<file path="src/rtl/pattern_dac_gen_if.sv">
// Control/config and output signals of the pattern DAC generator, grouped for
// connection between the register block (master) and the generator (slave).
interface pattern_dac_gen_if #(
  parameter int PAT_W = 32,
  parameter int DAC_W = 14,
  parameter int LEN_W = $clog2(PAT_W)
);
  logic             start;
  logic             stop;
  logic             abort;
  logic [PAT_W-1:0] pat;
  logic [LEN_W-1:0] pat_len;
  logic             msb_first;
  logic [15:0]      bit_cycles;
  logic [15:0]      gap_cycles;
  logic [7:0]       burst_num;
  logic [DAC_W-1:0] level_hi;
  logic [DAC_W-1:0] level_lo;
  logic [DAC_W-1:0] dac_data;
  logic             pwm_out;
  logic             busy;
  logic             done;
  logic [7:0]       burst_cnt;

  modport master (
    output start, stop, abort, pat, pat_len, msb_first, bit_cycles,
           gap_cycles, burst_num, level_hi, level_lo,
    input  dac_data, pwm_out, busy, done, burst_cnt
  );

  modport slave (
    input  start, stop, abort, pat, pat_len, msb_first, bit_cycles,
           gap_cycles, burst_num, level_hi, level_lo,
    output dac_data, pwm_out, busy, done, burst_cnt
  );
endinterface

</file>
<file path="src/rtl/pattern_dac_gen.sv">
// Serialises a shadowed bit pattern onto pwm_out/dac_data in repeated bursts
// separated by a programmable gap, with graceful stop and immediate abort.
module pattern_dac_gen #(
  parameter int PAT_W = 32,
  parameter int DAC_W = 14,
  parameter int LEN_W = $clog2(PAT_W)
) (
  input logic              clk,
  input logic              rst_n,
  pattern_dac_gen_if.slave bus
);
  // state  | meaning
  // IDLE   | waiting for start, outputs at level_lo
  // ACTIVE | emitting pattern bits
  // GAP    | low output between bursts
  // DONE   | one-cycle completion pulse
  typedef enum logic [1:0] {IDLE, ACTIVE, GAP, DONE} state_t;

  state_t           state, state_nx;
  logic [PAT_W-1:0] pat_s;
  logic [LEN_W-1:0] len_s;
  logic             msb_s;
  logic [15:0]      bit_cycles_s, gap_s;
  logic [7:0]       burst_num_s;
  logic [DAC_W-1:0] hi_s, lo_s;

  logic [15:0]      tmr, tmr_nx;
  logic [LEN_W-1:0] bit_idx, bit_nx;
  logic             stop_pending, pend_nx;
  logic             capture, cnt_clr, cnt_inc;
  logic [7:0]       cnt;
  logic             pwm_r, busy_r, done_r;
  logic [DAC_W-1:0] dac_r;

  logic [LEN_W:0]   len_ext;
  logic [LEN_W-1:0] len_clamped, sel;
  logic             cur_bit, last_bit, last_burst, stop_now;

  assign len_ext     = {1'b0, bus.pat_len};
  assign len_clamped = (len_ext > (LEN_W+1)'(PAT_W-1)) ? LEN_W'(PAT_W-1) : bus.pat_len;
  assign sel         = msb_s ? (len_s - bit_idx) : bit_idx;
  assign cur_bit     = |(pat_s & (PAT_W'(1) << sel));
  assign last_bit    = (bit_idx == len_s);
  // cnt still holds the pre-increment count while the final bit is on
  assign last_burst  = (burst_num_s != 8'd0) &&
                       (({1'b0, cnt} + 9'd1) == {1'b0, burst_num_s});
  assign stop_now    = stop_pending | bus.stop;

  always_comb begin
    state_nx = state;
    tmr_nx   = tmr;
    bit_nx   = bit_idx;
    pend_nx  = stop_pending;
    capture  = 1'b0;
    cnt_clr  = 1'b0;
    cnt_inc  = 1'b0;
    case (state)
      IDLE: begin
        if (bus.start && !bus.abort) begin
          state_nx = ACTIVE;
          capture  = 1'b1;
          cnt_clr  = 1'b1;
          pend_nx  = 1'b0;
          tmr_nx   = bus.bit_cycles;
          bit_nx   = '0;
        end
      end
      ACTIVE: begin
        if (bus.stop) pend_nx = 1'b1;
        if (bus.abort) begin
          state_nx = DONE;
        end else if (tmr == 16'd0) begin
          tmr_nx = bit_cycles_s;
          if (last_bit) begin
            cnt_inc = 1'b1;
            bit_nx  = '0;
            if (last_burst || stop_now) begin
              state_nx = DONE;
            end else if (gap_s != 16'd0) begin
              state_nx = GAP;
              tmr_nx   = gap_s - 16'd1;
            end
          end else begin
            bit_nx = bit_idx + LEN_W'(1);
          end
        end else begin
          tmr_nx = tmr - 16'd1;
        end
      end
      GAP: begin
        if (bus.stop) pend_nx = 1'b1;
        if (bus.abort || stop_now) begin
          state_nx = DONE;
        end else if (tmr == 16'd0) begin
          state_nx = ACTIVE;
          tmr_nx   = bit_cycles_s;
          bit_nx   = '0;
        end else begin
          tmr_nx = tmr - 16'd1;
        end
      end
      DONE: begin
        state_nx = IDLE;
        pend_nx  = 1'b0;
      end
      default: state_nx = IDLE;
    endcase
  end

  always_ff @(posedge clk) begin
    if (!rst_n) begin
      state        <= IDLE;
      tmr          <= '0;
      bit_idx      <= '0;
      stop_pending <= 1'b0;
      pat_s        <= '0;
      len_s        <= '0;
      msb_s        <= 1'b0;
      bit_cycles_s <= '0;
      gap_s        <= '0;
      burst_num_s  <= '0;
      hi_s         <= '0;
      lo_s         <= '0;
      cnt          <= '0;
      pwm_r        <= 1'b0;
      dac_r        <= '0;
      busy_r       <= 1'b0;
      done_r       <= 1'b0;
    end else begin
      state        <= state_nx;
      tmr          <= tmr_nx;
      bit_idx      <= bit_nx;
      stop_pending <= pend_nx;
      if (capture) begin
        pat_s        <= bus.pat;
        len_s        <= len_clamped;
        msb_s        <= bus.msb_first;
        bit_cycles_s <= bus.bit_cycles;
        gap_s        <= bus.gap_cycles;
        burst_num_s  <= bus.burst_num;
        hi_s         <= bus.level_hi;
        lo_s         <= bus.level_lo;
      end
      if (cnt_clr)                      cnt <= '0;
      else if (cnt_inc && cnt != 8'hFF) cnt <= cnt + 8'd1;
      // outputs trail the state by one clock so pwm and dac move together
      pwm_r  <= (state == ACTIVE) && cur_bit;
      dac_r  <= ((state == ACTIVE) && cur_bit) ? hi_s : lo_s;
      busy_r <= (state != IDLE);
      done_r <= (state == DONE);
    end
  end

  assign bus.pwm_out   = pwm_r;
  assign bus.dac_data  = dac_r;
  assign bus.busy      = busy_r;
  assign bus.done      = done_r;
  assign bus.burst_cnt = cnt;
endmodule
</file>
<file path="src/flat_wrapper.sv">
// flat-port wrapper written by rule: the top's interface ports become plain ports
module pattern_dac_gen_flat 
#(
  parameter int PAT_W = 32,
  parameter int DAC_W = 14,
  parameter int LEN_W = $clog2(PAT_W)
)
  (clk, rst_n, bus_start, bus_stop, bus_abort, bus_pat, bus_pat_len, bus_msb_first, bus_bit_cycles, bus_gap_cycles, bus_burst_num, bus_level_hi, bus_level_lo, bus_dac_data, bus_pwm_out, bus_busy, bus_done, bus_burst_cnt);
  pattern_dac_gen_if #(.PAT_W(PAT_W), .DAC_W(DAC_W), .LEN_W(LEN_W)) bus_i ();
  input logic clk;
  input logic rst_n;
  input wire logic [$bits(bus_i.start)-1:0] bus_start;
  input wire logic [$bits(bus_i.stop)-1:0] bus_stop;
  input wire logic [$bits(bus_i.abort)-1:0] bus_abort;
  input wire logic [$bits(bus_i.pat)-1:0] bus_pat;
  input wire logic [$bits(bus_i.pat_len)-1:0] bus_pat_len;
  input wire logic [$bits(bus_i.msb_first)-1:0] bus_msb_first;
  input wire logic [$bits(bus_i.bit_cycles)-1:0] bus_bit_cycles;
  input wire logic [$bits(bus_i.gap_cycles)-1:0] bus_gap_cycles;
  input wire logic [$bits(bus_i.burst_num)-1:0] bus_burst_num;
  input wire logic [$bits(bus_i.level_hi)-1:0] bus_level_hi;
  input wire logic [$bits(bus_i.level_lo)-1:0] bus_level_lo;
  output wire logic [$bits(bus_i.dac_data)-1:0] bus_dac_data;
  output wire logic [$bits(bus_i.pwm_out)-1:0] bus_pwm_out;
  output wire logic [$bits(bus_i.busy)-1:0] bus_busy;
  output wire logic [$bits(bus_i.done)-1:0] bus_done;
  output wire logic [$bits(bus_i.burst_cnt)-1:0] bus_burst_cnt;
  assign bus_i.start = bus_start;
  assign bus_i.stop = bus_stop;
  assign bus_i.abort = bus_abort;
  assign bus_i.pat = bus_pat;
  assign bus_i.pat_len = bus_pat_len;
  assign bus_i.msb_first = bus_msb_first;
  assign bus_i.bit_cycles = bus_bit_cycles;
  assign bus_i.gap_cycles = bus_gap_cycles;
  assign bus_i.burst_num = bus_burst_num;
  assign bus_i.level_hi = bus_level_hi;
  assign bus_i.level_lo = bus_level_lo;
  assign bus_dac_data = bus_i.dac_data;
  assign bus_pwm_out = bus_i.pwm_out;
  assign bus_busy = bus_i.busy;
  assign bus_done = bus_i.done;
  assign bus_burst_cnt = bus_i.burst_cnt;
  pattern_dac_gen #(.PAT_W(PAT_W), .DAC_W(DAC_W), .LEN_W(LEN_W)) u_core (.clk(clk), .rst_n(rst_n), .bus(bus_i));
endmodule
</file>
<file path="config.mk">
export PLATFORM = sky130hd
export DESIGN_NAME = pattern_dac_gen_flat
export DESIGN_NICKNAME = d
export VERILOG_FILES = /design/src/rtl/pattern_dac_gen_if.sv /design/src/rtl/pattern_dac_gen.sv /design/src/flat_wrapper.sv
export SDC_FILE = /design/constraint.sdc
export NUM_CORES = 1
export LEC_CHECK = 0
export CORE_UTILIZATION = 37
export DETAILED_ROUTE_END_ITERATION = 7
export PLACE_DENSITY = 0.58
export SYNTH_ARGS = -nofsm -noshare
export SYNTH_HDL_FRONTEND = slang
export SYNTH_SLANG_ARGS = --single-unit
export TNS_END_PERCENT = 1
</file>
<file path="constraint.sdc">
create_clock -name clk -period 3.3 [get_ports clk]
set_input_delay 0.33 -clock clk [delete_from_list [all_inputs] [get_ports clk]]
set_output_delay 0.33 -clock clk [all_outputs]
set_load 0.02 [all_outputs]
</file>
======== Word level (Yosys, flattened, before mapping) ========
Cells that the tools add are included.
operators by class
  add/sub/neg operators ................... 6
  $lt $le $gt $ge ......................... 1
  eq/ne operators ......................... 16
  shift operators ......................... 1
  mux-type cells .......................... 37
  bitwise gates (word level) .............. 3
  reductions and logical operators ........ 20
operators by type and width
  cell                   count
  $mux 16                8
  $pmux 16 s3            1
  $mux 5                 8
  $and 32x32->32         1
  $reduce_or 32->1       1
  $shl 1x5->32 const A   1
  $sub 16x1->16 const B  2
  $logic_not 16->1       1
  $mux 2                 8
  $reduce_bool 16->1     1
  $pmux 5 s3             1
  $mux 14                1
  $add 8x1->9 const B    1
  $eq 9x8->1             1
  $add 8x1->8 const B    1
  $mux 1                 8
  $ne 2x1->1 const B     4
  $ne 8x8->1 const B     1
  $pmux 2 s4             1
  $reduce_bool 8->1      1
  $ne 3x2->1 const B     2
  $reduce_and 6->1       1
  $add 5x1->5 const B    1
  $eq 5x5->1             1
  other kinds (20)       27
word-level totals
  register bits after elaboration ......... 155
  input port bits ......................... 111

======== Longest topological paths before layout ========
Gate-level depths: netlist (run 1).
  depth in word-level cells ............... 9
  gate-level depth with buffers ........... 13

======== Least setup slack after synthesis (run 1) ========
No wires, ideal clock.
  kind .................................... reg-to-reg
  start point ............................. register u_core.bit_idx[1]
  end point ............................... register u_core.pwm_r (netlist: u_core.bus.pwm_out)
  library setup time ...................... 115 ps
  data arrival time ....................... 2,910 ps
  setup slack ............................. 275 ps
  stages on the path, launching flop included .. 13
  period minus slack after synthesis ...... 3,025 ps
  cell sequence ........................... dfxtp_1 > buf_2 > inv_1 > fa_1 > nor3b_1 > or2_2 > a22oi_1 > mux2i_1 > or4b_1 > and4_1 > buf_6 > buf_12 > and2_1
between the ends
  longest elaborated chain between the ends .. 6
RTL lines
  what                      RTL line                RTL
  start: declaration        pattern_dac_gen.sv:28   logic [LEN_W-1:0] bit_idx, bit_nx;
  start signal: assignment  pattern_dac_gen.sv:132  bit_idx <= bit_nx;
  $sub 5x5->5               pattern_dac_gen.sv:41   assign sel = msb_s ? (len_s - bit_idx) : bit_idx;
  $mux 5 (*)                pattern_dac_gen.sv:41
  $shl 1x5->32 (*)          pattern_dac_gen.sv:42   assign cur_bit = |(pat_s & (PAT_W'(1) << sel));
  $and 32x32->32 (*)        pattern_dac_gen.sv:42
  $reduce_or 32->1 (*)      pattern_dac_gen.sv:42
  $logic_and 1x1->1 (*)     pattern_dac_gen.sv:147  pwm_r <= (state == ACTIVE) && cur_bit;
  end signal: assignment    pattern_dac_gen.sv:147
  end: declaration          pattern_dac_gen.sv:32   logic pwm_r, busy_r, done_r;
Mark *: on every way between the ends. The rest lies on a longest branch, timed or not.
A chain may end at the register's enable or synchronous reset.

======== Worst setup path in the final report (run 1) ========
  start point ............................. register u_core.len_s[0]
  end point ............................... register u_core.pwm_r (netlist: u_core.bus.pwm_out)
between the ends
  longest elaborated chain between the ends .. 6
RTL lines
  what                      RTL line                RTL
  start: declaration        pattern_dac_gen.sv:21   logic [LEN_W-1:0] len_s;
  start signal: assignment  pattern_dac_gen.sv:136  len_s <= len_clamped;
  $sub 5x5->5               pattern_dac_gen.sv:41
  $mux 5                    pattern_dac_gen.sv:41
  $shl 1x5->32              pattern_dac_gen.sv:42
  $and 32x32->32            pattern_dac_gen.sv:42
  $reduce_or 32->1          pattern_dac_gen.sv:42
  $logic_and 1x1->1         pattern_dac_gen.sv:147
No other way between the ends.

==> results by group, run 1 <==
Critical path
  • Beginning of the worst register-to-register path: u_core.len_s[0]
  • Largest fanout on the critical path: 15
  • WP data required: 3630 ps
  • Critical path type: reg2reg
  • Crit path capture type: flop
  • End of the worst register-to-register path: u_core.bus.pwm_out
  • Startpoint type of the worst setup path: flop
  • Number of cells on the worst reg-to-reg path: 12
  • Data arrival time of the worst path: between 3000 and 4000 ps
  • Slack of the worst reg-to-reg path: about 180 ps

Run
  • Max-cap violations: 0

Final layout
  • Commonest non-fill, non-tap cells in the layout: 283 x nand2_1, 155 x dfxtp_1, 134 x a21oi_1, 134 x clkdlybuf4s50_1, 32 x nor2_1
  • Filler Cells Inserted: 2,105
  • Share of post-route cells with drive strength above 1: ~6.9%
  • Fin nets: 1,268
  • Diode count: 0
  • Synth-to-Final Area Change: 27.98%
  • Most common library cell in the layout ignoring fill and taps: nand2_1

Timing
  • Final period util: 94.42%
  • Final-layout setup total negative slack: 0 ps
  • Unrepaired setup endpoints after global routing: false
  • Clock period minus final worst setup slack: 3116 ps
  • Clock skew after layout: 7.798 ps
  • Final Max Slew Viols: 0
  • Achievable Freq: 320.9 MHz
  • Finish-stage setup viols: 0
  • Slew of the pin with the lowest slew margin: between 800 and 900 ps
  • Slew margin rel.: 44.32%
  • Final hold vios: 0

Logic synthesis
  • Seq cells post-synth: 155
  • Post-synth EDFFs: 0
  • Main synth FF type: dfxtp_1
  • Combined area of all synthesized cells: around 8000 um2
  • Synthesis warning total: 0
  • Number of distinct library cell variants in the gate-level netlist after synthesis: roughly 80
  • Sequential element share of the synthesized area: about two fifths
  • Mapped Cells: 1,033
  • Syn Area/Cell: approximately 7.8 um2
  • Proportion of synthesized flip-flops having asynchronous set or reset: 0%
  • Net Count, Synth: between 1,000 and 1,500

Pwr
  • PnR Total Power: between 7 and 8 mW
  • Max IR drop VDD: between 0.3 and 0.4 mV
  • Pwr per Cell Area: between 600 and 700 nW/um2
  • Portion of total power attributed to combinational logic: between 30 and 40%
  • Pleak: about 3.6 nW
  • Switching portion of total power: around two fifths
  • Proportion of power drawn by the clock network: around 28%
  • Cell internal power dissipation: 4.372 mW
  • Share of total power in sequential cells: between 30% and 40%
  • Switching power of the nets: between 2 and 3 mW

Floorplan
  • Die Span X: approximately 150 um
  • Number of top-level pins: around 140
  • Initial cell density of the core: between 30% and 40%
  • Die height: 149.2 um
  • Overall die area: around 22,000 um2
  • Cell row count: 53
  • Core Footprint: ~21,000 um2

Place
  • GPL Wtd Cong: between 0.8 and 0.9
  • Detailed-placement wirelength estimate: 15,970 um
  • # port buffers: about 140

Clock network
  • Number of H-tree levels: 4
  • TritonCTS clock tree: done
  • Clock network latency to the later pin of the worst-skew pair: around 430 ps
  • Total of cells resized after clock tree synthesis: 0
  • # clock sinks: approximately 160
  • Clock Tree Buf Depth: 2
  • Clock Tree Root: clkbuf_16
  • Number of buffers added for setup after CTS: 0
  • Number of buffers added by the clock tree synthesis step: 17
  • Clock slew seen by the registers of the worst setup and hold paths: 70 ps
  • Cts hold-fix bufs: 0

Drt
  • Detailed-route wire length: between 20,000 and 25,000 um
  • Top metal layer carrying routed signals: met4
  • Final antenna-violating net count: 0
  • Total vias in the final route: 7,652
  • Routed length per placed instance: 15.84 um
  • M1 WL: approximately 11,000 um
  • Detailed-route DRC error count: 0
  • DR WL met3: ~1100 um
  • Total iterations of the first detailed-routing run: 5
  • Vias per inst: about 5.4
  • Detailed router's first-iteration violation count: approximately 670
  • Detail Route met2 WL: approximately 10,000 um

Run status
  • Outcome: complete, no violations

Global route
  • Largest net degree at the start of global routing: between 70 and 80
  • Number of global-route vias before repair: about 7,000
  • Overall routing resource usage: about 21%
  • Initial antenna violation count: 0
  • First-pass GRT wire length: 36,220 um
  • Global route total overflow: 0

Hold path
  • Worst Hold End: u_core.bit_cycles_s[7]
  • Hold path startpoint: rst_n
  • Hold Path Class: in2reg
  • WHS Path Cells: 3
## registers in the layout, summed over array words and instances (netlist names)
name                  count
u_core.lo_s              14
u_core.bit_cycles_s      16
u_core.bus.burst_cnt      8
u_core.gap_s             16
u_core.bus.pwm_out        1
u_core.msb_s              1
u_core.stop_pending       1
u_core.pat_s             32
u_core.bus.done           1
u_core.hi_s              14
u_core.tmr               16
u_core.burst_num_s        8
u_core.state              2
u_core.len_s              5
u_core.bus.busy           1
u_core.bit_idx            5
u_core.bus.dac_data      14
## worst max-delay path, stage by stage, from the launching register on
cell       delay [ps]
dfxtp_1           310
inv_1              50
ha_2              200
inv_1              60
fa_2              580
and3b_1           210
or2_1             310
a22o_1            230
a2111oi_2         340
o211ai_1          140
and4_1            230
buf_6             180
and2_1            170
## layer usage
layer,global-route usage [%],up-vias
met3,3.853,33
met1,28.08,3552
met4,6.633,0
li1,-,3855
met2,32.63,212
met5,0,-
## worst max path at each step
stage | from | end | slack, ps | cells after the start
global placement | u_core.len_s[0] | u_core.bus.pwm_out | 140 | 12
floorplan | u_core.bit_idx[1] | u_core.bus.pwm_out | 280 | 12
global route | u_core.len_s[0] | u_core.bus.pwm_out | 20 | 12
detailed placement | u_core.len_s[0] | u_core.bus.pwm_out | 50 | 12
CTS | u_core.len_s[0] | u_core.bus.pwm_out | 40 | 12
finish | u_core.len_s[0] | u_core.bus.pwm_out | 180 | 12
## layout make-up
type	count	area (um2)	area share, %
Tap cell	275	344.1	3.354
Clock inverter	15	182.7	1.780
Timing Repair Buffer	156	1558	15.18
Clock buffer	17	425.4	4.146
Multi-Input combinational cell	789	4559	44.44
Inverter	23	87.58	0.8537
Sequential cell	155	3103	30.24
## cell families (layout without fill, tap and decap cells)
family	after synthesis	in the layout	share of synthesized area [%]
mux	31	31	3.902
xor+xnor	39	39	4.261
compound gates	260	260	20.45
simple gates	444	444	25.46
flops	155	155	38.71
buf+inv	89	211	4.792
fa+ha+maj	15	15	2.435
## power groups by stage
stage / Clock, mW / Sequential, mW / Combinational, mW
floorplan: 0 / 2.35 / 1.91
global placement: 0 / 2.42 / 2.67
detailed placement: 0 / 2.42 / 2.68
CTS: 2.08 / 2.38 / 2.69
global route: 2.15 / 2.43 / 2.97
finish: 2.03 / 2.39 / 2.71
## through the flow
step | std cells | area [um2] | setup WS (ps) | hold WS [ps] | utilization (%)
floorplan | 1033 | 8016 | 275.1 | 428.6 | -
global placement | 1398 | 9628 | 139.5 | 438.2 | 45.51
detailed placement | 1398 | 9628 | 52.35 | 444.4 | 45.51
CTS | 1430 | 10240 | 35.14 | 366.5 | 48.39
global route | 1430 | 10260 | 19.32 | 387.7 | 48.50
finish | 1430 | 10260 | 184.2 | 359.7 | 48.50
## cell usage after synthesis, types with 10 or more instances
master    number  area share (%)
nand2_1      283              13
dfxtp_1      155              39
o21ai_0       31             1.9
xor2_1        15             1.6
ha_1          14             2.2
xnor2_1       24             2.6
o211ai_1      12             1.1
inv_1         21            0.98
a21oi_1      134             8.4
mux2i_1       29             3.6
or3_1         14             1.1
nor3_1        18             1.1
nand4_1       10            0.78
clkbuf_1      48             2.2
nand3_1       15            0.94
nor2_1        33             1.5
nor4_1        11            0.86
(Power assumes the default switching activity.)
==> run 2: changes to the inputs <==
--- a/config.mk
+++ b/config.mk
@@ -5,9 +5,11 @@
 export SDC_FILE = /design/constraint.sdc
 export NUM_CORES = 1
 export LEC_CHECK = 0
+export CAP_MARGIN = 5
 export CORE_UTILIZATION = 37
 export DETAILED_ROUTE_END_ITERATION = 7
 export PLACE_DENSITY = 0.58
+export REMOVE_ABC_BUFFERS = 1
 export SYNTH_ARGS = -nofsm -noshare
 export SYNTH_HDL_FRONTEND = slang
 export SYNTH_SLANG_ARGS = --single-unit
==> results by group, run 2 (synthesis gave the netlist of run 1 again) <==
Run status
  • Outcome: complete, no violations

Critical path
  • Beginning of the worst register-to-register path: u_core.len_s[0]
  • End of the worst register-to-register path: u_core.bus.pwm_out
  • WP data required: 3630 ps (about the same)
  • Number of cells on the worst reg-to-reg path: 12 (unchanged)
  • Source of the critical timing path: u_core.len_s[0]
  • Cell seen most often among critical-path stages: inv_1
  • Dominant delay contributor by cell family on the critical path: simple AND/OR/NAND/NOR gates
  • Standard cell with the maximum stage delay on the critical path: fa_2
  • Largest fanout on the critical path: 15 (unchanged)
  • Startpoint type of the worst setup path: flop
  • Crit path capture type: flop
  • Data arrival time of the worst path: 3420 ps (-30 ps)
  • Number of logic stages on the critical path including buffering: 12 (unchanged)
  • Critical path type: reg2reg
  • Number of buffer and inverter stages on the critical path: 3 (unchanged)
  • Ordered cell list for the critical path: inv_1 -> ha_2 -> inv_1 -> fa_2 -> nor3b_1 -> or2_4 -> a22oi_1 -> mux2i_1 -> or4b_1 -> and4_1 -> buf_6 -> and2_1
  • Slack of the worst reg-to-reg path: 210 ps (+20 ps)
  • Largest stage delay, worst path: 620 ps (+40 ps)
  • Critical path endpoint: u_core.bus.pwm_out

Timing
  • Unrepaired setup endpoints after global routing: false
  • Final hold vios: 0 (unchanged)
  • Slew margin rel.: 62.58% (+18 points)
  • Clock skew after layout: 13.96 ps (+6.160 ps)
  • Final Max Slew Viols: 0 (unchanged)
  • Slew of the pin with the lowest slew margin: 557.0 ps (-278.2 ps)
  • Clock period minus final worst setup slack: 3091 ps (-25.00 ps)
  • Final period util: 93.66% (-0.76 points)
  • Finish-stage setup viols: 0 (unchanged)
  • Achievable Freq: 323.5 MHz (+0.81%)

Clock network
  • Number of buffers added by the clock tree synthesis step: 17 (unchanged)
  • TritonCTS clock tree: done
  • Clock network latency to the later pin of the worst-skew pair: 430 ps (about the same)
  • Number of H-tree levels: 4 (unchanged)
  • Clock Tree Root: clkbuf_16
  • Clock Tree Buf Depth: 2 (unchanged)
  • Cts hold-fix bufs: 0 (unchanged)
  • # clock sinks: 155 (unchanged)
  • Clock slew seen by the registers of the worst setup and hold paths: 80 ps (about the same)

Global route
  • Largest net degree at the start of global routing: 86 (+21%)
  • Overall routing resource usage: 20.08% (-0.52 points)
  • Number of global-route vias before repair: 7,137 (+2.1%)
  • First-pass GRT wire length: 35,750 um (-1.3%)
  • Global route total overflow: 0 (unchanged)
  • Initial antenna violation count: 0 (unchanged)

Drt
  • Detailed-route wire length: 21,780 um (-3.9%)
  • Vias per inst: 5.275 (-1.4%)
  • Routed length per placed instance: 15.20 um (-4.1%)
  • Total vias in the final route: 7,559 (-1.2%)
  • Detailed-route DRC error count: 0 (unchanged)
  • Total iterations of the first detailed-routing run: 5 (unchanged)
  • Final antenna-violating net count: 0 (unchanged)
  • Detailed router's first-iteration violation count: 384 (-42%)

Hold path
  • Hold Path Class: in2reg

Final layout
  • Fin nets: 1,271 (+0.24%)
  • Most flops, register: u_core.pat_s
  • Synth-to-Final Area Change: 28.17%
  • Most common library cell in the layout ignoring fill and taps: nand2_1
  • Commonest non-fill, non-tap cells in the layout: 283 x nand2_1, 155 x dfxtp_1, 134 x a21oi_1, 134 x clkdlybuf4s50_1, 32 x nor2_1
  • Final Cell Area: 10,270 um2 (+0.15%)
  • Filler Cells Inserted: 2,111 (+0.29%)
  • Diode count: 0 (unchanged)
  • Flip-flop count of the largest register after layout: 32 (unchanged)
  • Share of post-route cells with drive strength above 1: 7.254% (+0.33 points)

Floorplan
  • Core Footprint: 21,150 um2 (unchanged)
  • Overall die area: 22,260 um2 (unchanged)
  • Number of top-level pins: 136 (unchanged)
  • Initial cell density of the core: 37.90% (unchanged)
  • Die height: 149.2 um (unchanged)
  • Cell row count: 53 (unchanged)
  • Die Span X: 149.2 um (unchanged)

Pwr
  • Max IR drop VDD: 0.3362 mV (-6.1%)
  • Pwr per Cell Area: 689.8 nW/um2 (-0.73%)
  • PnR Total Power: 7.087 mW (-0.58%)
  • Pleak: 3.595 nW (+0.44%)

Place
  • # port buffers: 135 (unchanged)
  • Detailed-placement wirelength estimate: 15,200 um (-4.8%)
  • Post-place instance area: 9618 um2 (-0.10%)
  • GPL Wtd Cong: 0.8571 (-0.41%)

Run
  • Max-cap violations: 0 (unchanged)
run 2: cell count changes in the layout (fill, tap and decap cells not counted), sizes merged:
cell and delta:
clkinv +4, buf +3, bufinv -2, clkinvlp -2
run 2: repair_timing:
item | CTS | global route
buffers inserted | 0 | 1
setup endpoints to repair | 0 | 15
resized for setup | 0 | 10
run 2: area by class of cell:
cell class / instances / area [um2] / share of cell area [%]
Inverter: 23 / 87.58 / 0.8524
Sequential cell: 155 / 3103 / 30.20
Clock inverter: 15 / 185.2 / 1.802
Timing Repair Buffer: 159 / 1555 / 15.14
Tap cell: 275 / 344.1 / 3.349
Multi-Input combinational cell: 789 / 4574 / 44.52
Clock buffer: 17 / 425.4 / 4.140
run 2: worst min path at each step:
stage,from,to,slack (ps),depth (start not counted)
detailed placement,u_core.lo_s[13],u_core.bus.dac_data[13],440,2
finish,bus_level_hi[3],u_core.hi_s[3],440,3
CTS,bus_level_hi[2],u_core.hi_s[2],420,3
global placement,u_core.bit_cycles_s[1],u_core.tmr[1],440,2
floorplan,u_core.bit_cycles_s[1],u_core.tmr[1],430,2
global route,bus_level_lo[3],u_core.lo_s[3],430,3
run 2: routing by layer:
layer,share of wire (%),GRT usage (%),vias up
li1,-,-,3845
met1,49,27.26,3530
met2,45,31.47,172
met3,5.7,5.260,12
met4,0.85,4.949,0
met5,0,0,-
run 2: worst min-delay path, stage by stage:
cell,delay [ps]
clkdlybuf4s50_1,400
nand2_1,50
a21oi_1,50
run 2: through the flow:
step	cells	utilization, %	hold WS (ps)	setup TNS (ps)	setup slack (ps)
6_report	1433	48.57	440.8	0	209.2
3_3_place_gp	1400	45.47	436.3	0	125.9
4_1_cts	1432	48.35	423.8	0	48.86
2_1_floorplan	967	-	428.6	-113300	-1069
3_5_place_dp	1400	45.47	444.6	0	91.49
5_1_grt	1433	48.57	433.8	0	47.84
run 2: report_power, final:
group	switching, mW	internal (mW)
registers	0.259	2.12
clock network	0.954	1.03
logic	1.61	1.11
